--- config.mk ---
export PLATFORM = sky130hd
export DESIGN_NAME = ex_div_ctrl
export DESIGN_NICKNAME = d
export VERILOG_FILES = /design/src/rtl/ex_div_pkg.sv /design/src/rtl/div_step.sv /design/src/rtl/ex_div_ctrl.sv
export SDC_FILE = /design/constraint.sdc
export NUM_CORES = 1
export LEC_CHECK = 0
export ABC_AREA = 1
export CAP_MARGIN = 20
export CORE_MARGIN = 2
export CORE_UTILIZATION = 60
export DETAILED_ROUTE_END_ITERATION = 7
export PLACE_DENSITY = 0.83
export SLEW_MARGIN = 20
export SYNTH_ARGS = -nofsm -noshare
export SYNTH_HDL_FRONTEND = slang
export SYNTH_SLANG_ARGS = --single-unit
export TNS_END_PERCENT = 1
--- constraint.sdc ---
create_clock -name clk -period 9.85 [get_ports clk]
set_input_delay 1.97 -clock clk [delete_from_list [all_inputs] [get_ports clk]]
set_output_delay 1.97 -clock clk [all_outputs]
set_load 0.03 [all_outputs]
--- src/rtl/ex_div_pkg.sv ---
// Shared types and helpers for the EX-stage divide controller.
package ex_div_pkg;

  typedef enum logic [1:0] {
    DIV  = 2'b00,
    DIVU = 2'b01,
    REM  = 2'b10,
    REMU = 2'b11
  } div_op_e;

  typedef enum logic [1:0] {
    IDLE = 2'b00,
    RUN  = 2'b01,
    FIX  = 2'b10,
    DONE = 2'b11
  } div_state_e;

  localparam logic [31:0] DIV_OVF_DIVIDEND = 32'h8000_0000;

  // Magnitude of v when it is a signed operand, v unchanged otherwise.
  function automatic logic [31:0] abs_if_signed(input logic [31:0] v, input logic sgn);
    return (sgn && v[31]) ? 32'(-v) : v;
  endfunction

endpackage

--- src/rtl/div_step.sv ---
// One restoring shift-subtract step on the {rem, quo} register pair.
module div_step #(
  parameter int XLEN = 32
) (
  input  logic [XLEN-1:0] rem_i,
  input  logic [XLEN-1:0] quo_i,
  input  logic [XLEN-1:0] dvs_i,
  output logic [XLEN-1:0] rem_o,
  output logic [XLEN-1:0] quo_o
);
  logic [XLEN:0]   shifted;
  logic [XLEN-1:0] diff;
  logic            ge;

  assign shifted = {rem_i, quo_i[XLEN-1]};
  assign ge      = shifted >= {1'b0, dvs_i};
  // rem < divisor on entry, so a successful subtract always fits in XLEN bits
  assign diff    = shifted[XLEN-1:0] - dvs_i;
  assign rem_o   = ge ? diff : shifted[XLEN-1:0];
  assign quo_o   = {quo_i[XLEN-2:0], ge};
endmodule

--- src/rtl/ex_div_ctrl.sv ---
// Multi-cycle RV32M divide controller for EX (DIV/DIVU/REM/REMU).
// Optional DIV_EARLY_OUT_EN: skip iteration when |src1| < |src2|.
module ex_div_ctrl
  import ex_div_pkg::*;
#(
  parameter int XLEN      = 32,
  parameter int STEP_BITS = 1
) (
  input  logic            clk,
  input  logic            rst,
  input  logic            flush,
  input  logic            hold,
  input  logic            div_req,
  input  logic [1:0]      div_op,
  input  logic [XLEN-1:0] src1,
  input  logic [XLEN-1:0] src2,
  output logic            div_stall,
  output logic            div_done,
  output logic [XLEN-1:0] div_result,
  output logic            div_busy
);
  localparam int ITER = XLEN / STEP_BITS;
  localparam int CW   = $clog2(ITER);

  div_state_e      state;
  logic [CW-1:0]   cnt;
  logic [XLEN-1:0] rem_q, quo_q, dvs_q;
  logic            q_neg, r_neg;
  div_op_e         op_q;

  logic            sgn_op, is_rem_in, div_by_zero, ovf, early_out;
  logic [XLEN-1:0] abs1, abs2, quo_fix, rem_fix;

  assign sgn_op      = ~div_op[0];
  assign is_rem_in   = div_op[1];
  assign abs1        = abs_if_signed(src1, sgn_op);
  assign abs2        = abs_if_signed(src2, sgn_op);
  assign div_by_zero = (src2 == '0);
  assign ovf         = sgn_op && (src1 == DIV_OVF_DIVIDEND) && (src2 == '1);

`ifdef DIV_EARLY_OUT_EN
  assign early_out = abs1 < abs2;
`else
  assign early_out = 1'b0;
`endif

  logic [STEP_BITS:0][XLEN-1:0] rem_ch, quo_ch;
  assign rem_ch[0] = rem_q;
  assign quo_ch[0] = quo_q;

  for (genvar i = 0; i < STEP_BITS; i++) begin : g_step
    div_step #(.XLEN(XLEN)) u_step (
      .rem_i (rem_ch[i]),
      .quo_i (quo_ch[i]),
      .dvs_i (dvs_q),
      .rem_o (rem_ch[i+1]),
      .quo_o (quo_ch[i+1])
    );
  end

  assign quo_fix = q_neg ? XLEN'(-quo_q) : quo_q;
  assign rem_fix = r_neg ? XLEN'(-rem_q) : rem_q;

  always_ff @(posedge clk or posedge rst) begin
    if (rst) begin
      state      <= IDLE;
      cnt        <= '0;
      rem_q      <= '0;
      quo_q      <= '0;
      dvs_q      <= '0;
      q_neg      <= 1'b0;
      r_neg      <= 1'b0;
      op_q       <= DIV;
      div_result <= '0;
    end else if (flush) begin
      state <= IDLE;
    end else begin
      case (state)
        IDLE: if (div_req) begin
          if (div_by_zero) begin
            div_result <= is_rem_in ? src1 : '1;
            state      <= DONE;
          end else if (ovf) begin
            div_result <= is_rem_in ? '0 : src1;
            state      <= DONE;
          end else begin
            dvs_q <= abs2;
            q_neg <= sgn_op & (src1[XLEN-1] ^ src2[XLEN-1]);
            r_neg <= sgn_op & src1[XLEN-1];
            op_q  <= div_op_e'(div_op);
            cnt   <= CW'(ITER - 1);
            if (early_out) begin
              rem_q <= abs1;
              quo_q <= '0;
              state <= FIX;
            end else begin
              rem_q <= '0;
              quo_q <= abs1;
              state <= RUN;
            end
          end
        end
        RUN: begin
          rem_q <= rem_ch[STEP_BITS];
          quo_q <= quo_ch[STEP_BITS];
          if (cnt == '0) state <= FIX;
          else           cnt   <= cnt - 1'b1;
        end
        FIX: begin
          div_result <= (op_q == REM || op_q == REMU) ? rem_fix : quo_fix;
          state      <= DONE;
        end
        DONE: if (!hold) state <= IDLE;
        default: state <= IDLE;
      endcase
    end
  end

  // A request in DONE belongs to the retiring instruction, so it never stalls.
  assign div_stall = div_req & (state != DONE) & ~flush & ~rst;
  assign div_done  = (state == DONE);
  assign div_busy  = (state != IDLE);

  a_req_held: assert property (@(posedge clk) disable iff (rst)
    (state == RUN || state == FIX) |-> (div_req || flush));

endmodule

-- After elaboration in Yosys (flattened, before gate mapping)
Cells that the tools add are included.
- register bits: 139
- word-level logic and storage cells: 91
- output and inout port bits: 35
- input bits: 71
- muxes and demuxes: 32
- bitwise gates (word level): 11
- add/subtract/negate cells: 6
- $lt $le $gt $ge: 1
- equality and inequality tests: 16
- reductions and logical operators: 16
- operator list (cell ; number):
    $mux 32 ; 17
    $pmux 32 s2 ; 3
    $neg 32->32 ; 4
    $eq 32x32->1 const B ; 2
    $ge 33x32->1 ; 1
    $logic_not 32->1 ; 1
    $sub 32x32->32 ; 1
    $mux 5 ; 4
    $mux 2 ; 6
    $ne 3x3->1 const B ; 4
    $ne 2x2->1 const B ; 5
    $pmux 5 s2 ; 1
    $reduce_and 5->1 ; 2
    $eq 2x2->1 const B ; 4
    $pmux 2 s4 ; 1
    $reduce_and 6->1 ; 1
    $reduce_bool 2->1 ; 3
    $and 1x1->1 ; 5
    $logic_not 5->1 ; 1
    $not 1->1 ; 5
    $sub 5x1->5 const B ; 1
    $logic_and 1x1->1 ; 4
    $reduce_and 4->1 ; 1
    $reduce_and 3->1 ; 1
    4 further kinds ; 4

-- Longest topological paths before layout
- word-level depth: 8
- depth in mapped cells: 17
- depth with buffers taken out: 16

-- By module
From an unflattened synthesis, not the netlist that was laid out.
- cell total of the unflattened synthesis: 2481
- area total of the unflattened synthesis: 14362.5 um2
- modules (own cells, without submodules) (module ; instances ; area an instance (um2) ; cells an instance):
    ex_div_ctrl ; 1 ; 10939.2 ; 1797
    div_step ; 1 ; 3423.3 ; 684

-- Worst setup path before layout
No wires, ideal clock.
- kind: in2out
- start point: input flush
- end point: output div_stall
- slack: 4.993 ns
- data required time: 7.880 ns
- path buffers: 0
- stages: 3
- arrival: 2.887 ns
- cells stage by stage: inv_1 -> nand2_1 -> nor3_1
- cells in the longest elaborated chain, start to end: 3
- RTL lines (item ; line ; source):
    start: declaration ; ex_div_ctrl.sv:11 ; input logic flush,
    $not 1->1 (no line) ; - ;
    $and 1x1->1 (2 in a row) ; ex_div_ctrl.sv:120 ; assign div_stall = div_req & (state != DONE) & ~flush & ~rst;
    end: declaration ; ex_div_ctrl.sv:17 ; output logic div_stall,
Every way passes these cells.

-- Worst setup path in the final report
Ends and elaborated chain as after synthesis.

==> out/metrics.cfg <==
[placed_design]
port_buffers = 105
place_inst = 2544
placed_cell_area_um2 = 14400
gp_congestion = 1.05
post-place-ws_ns = 4.24
post-dp-hpwl_um = 33900

[drt]
postRouteAntennaNets = 0
vias_per_cell = 5.88
drt_first_iter_violations = 2040
drc = 0
vias = 15100
first_pass_iters = 6
routed_wirelength_um = 44500
routedWlPerCell_um = 17.3

[setup_path]
crit_path_end_kind = primary output
worstPathArrival_ns = 3.64
cp.required_ns = 7.88
path_class = input pin to primary output
r2r_slack_ns = 6.52
cp_max_fo = 5
crit_path_start_kind = input pin

[yosys]
synth.area.top_cells = dfrtp_1 (26%), nand2_1 (22%), nand3_1 (9.7%)
synth_area_um2 = 13300
synth_seq_cells = 138
syn_nets = 2339
async_flop_share = 1.00
synth_area_leader_cell = dfrtp_1
synth.avg_cell_area_um2 = 5.97
yosysWarnings = 0
synth_edf_count = 0
syn_inst = 2224
synth_cell_type_count = 50
yosysSeqAreaShare = 0.260
synth_ff_type = dfrtp_1
synth.top_cell.area_share = 0.260

[sta]
rsz0062_at_grt = no
holdWs_ns = 0.477
layout_worst_path_cycle_share = 0.570
final-hold-violation-count = 0
layout_setup_ws_ns = 4.24
tns_ns = 0
max_freq_ghz = 0.178
skew_ns = 0.0116
slew_violations = 0
min_period_ns = 5.61
max_slew_margin = 0.305
worstMarginPinSlew_ns = 1.04
setup_viol = 0

[cells_and_area]
final_nets = 2398
fillCellCount = 2015
drive_gt1_frac = 0.0444
ff_latch_area_um2 = 3450
instances_no_fill = 2576
syn2layout_area_growth_pct = 12.9
multi_input_comb_area_um2 = 8410
n_antenna_cell = 0
utilization = 0.689
final_area_um2 = 15000

[die]
die-height_um = 153
die_x_um = 153
rows = 54
start_util = 0.610
pin_count = 106
coreArea_um2 = 21800
die_area_um2 = 23300

[grt]
overflow = 0
grt_max_degree = 73
grt_util_all_layers = 0.379
grt_pass1_wl_um = 71100
antenna_found_initial = 0
grt_pass1_vias = 13800

[clocking]
clock_latency_ns = 0.44
cts.repair.resized = 0
path_clk_slew_ns = 0.06
cts_buffers = 17
clkSinkCount = 138
max-clock-path-buffers = 2
holdBufCountCts = 0
cts_tree = yes
post_cts_buffers = 0
h-tree-depth = 4
clock-root-buffer = clkbuf_16

[worst_hold_path]
hp-class = flip-flop to flip-flop

[pwr]
power_mw = 3.68
power.density_nw_per_um2 = 245
peakVddDrop_uv = 343
p_leak_nw = 7.81

[status]
status = completed

[job]
maxCapViolations = 0

==> cell usage in the layout, fill, tap and decap left out, types with 3 or more instances in the layout <==
| master | n |
|---|---|
| a21oi_1 | 79 |
| a21oi_2 | 5 |
| buf_4 | 10 |
| clkbuf_16 | 17 |
| clkdlybuf4s50_1 | 105 |
| clkinv_1 | 3 |
| clkinv_4 | 5 |
| dfrtp_1 | 138 |
| ha_1 | 43 |
| inv_1 | 267 |
| inv_2 | 3 |
| inv_6 | 5 |
| maj3_1 | 3 |
| nand2_1 | 772 |
| nand2_2 | 7 |
| nand3_1 | 256 |
| nand3_2 | 5 |
| nand3b_1 | 6 |
| nand4_1 | 26 |
| nor2_1 | 195 |
| nor2_2 | 19 |
| nor2_4 | 8 |
| nor3_1 | 15 |
| o211ai_1 | 8 |
| o21ai_0 | 163 |
| o21ai_1 | 26 |
| o21bai_1 | 5 |
| o22ai_1 | 5 |
| or2_2 | 4 |
| xnor2_1 | 19 |
| xor2_1 | 46 |
==> layer usage <==
metal | GRT usage | wire, um
met1 | 0.527 | 18800
met2 | 0.589 | 19300
met3 | 0.0822 | 4770
met5 | 0 | 0
met4 | 0.126 | 1600
==> flip-flops by register name (all words and copies together), names as in the netlist <==
signal / cells
q_neg: 1
state: 2
cnt: 5
rem_q: 32
op_q: 1
r_neg: 1
dvs_q: 32
div_result: 32
quo_q: 32
==> path summary, 6_finish.rpt <==
kind / start / end / cells past startpoint
max reg2reg: state[0] / div_result[12] / 9
min reg2reg: div_result[30] / div_result[30] / 2
min in group asynchronous: rst / dvs_q[30] / 2
min: div_result[30] / div_result[30] / 2
max in group asynchronous: rst / div_result[2] / 3
max: flush / div_stall / 5
==> critical path, stage by stage <==
cell             delay [ns]
clkdlybuf4s50_1        0.48
inv_1                  0.20
nand2_1                0.14
nor3_1                 0.15
clkdlybuf4s50_1        0.70
==> cell usage after synthesis (18+ instances only) <==
master,number
nand2_1,772
inv_1,268
nand3_1,256
nor2_1,196
o21ai_0,163
dfrtp_1,138
a21oi_1,79
xor2_1,46
ha_1,43
clkbuf_1,36
nand4_1,26
o21ai_1,26
nor2_2,19
xnor2_1,19
buf_2,18
==> final cells by class <==
| class | count | share of cell area |
|---|---|---|
| Inverter | 275 | 0.0694 |
| Clock inverter | 13 | 0.0105 |
| Clock buffer | 19 | 0.0302 |
| Multi-Input combinational cell | 1736 | 0.561 |
| Tap cell | 280 | 0.0234 |
| Timing Repair Buffer | 115 | 0.0751 |
| Sequential cell | 138 | 0.230 |
==> logic make-up after synthesis <==
| logic type | Yosys count | synth area share |
|---|---|---|
| XOR/XNOR | 65 | 0.0429 |
| flip-flops | 138 | 0.260 |
| multiplexers | 1 | 0.000754 |
| AND/OR/NAND/NOR | 1321 | 0.423 |
| adder cells (fa/ha/maj) | 47 | 0.0443 |
| AO/OA/AOI/OAI | 302 | 0.121 |
| buffers and inverters | 350 | 0.107 |
==> power by group <==
| part | leakage (nW) | total [mW] | internal, mW | switching [mW] |
|---|---|---|---|---|
| sequential | 1.78 | 0.958 | 0.766 | 0.191 |
| clock | 0.297 | 0.676 | 0.393 | 0.283 |
| combinational | 5.73 | 2.04 | 0.643 | 1.40 |
Power figures use the tool's default switching activity.
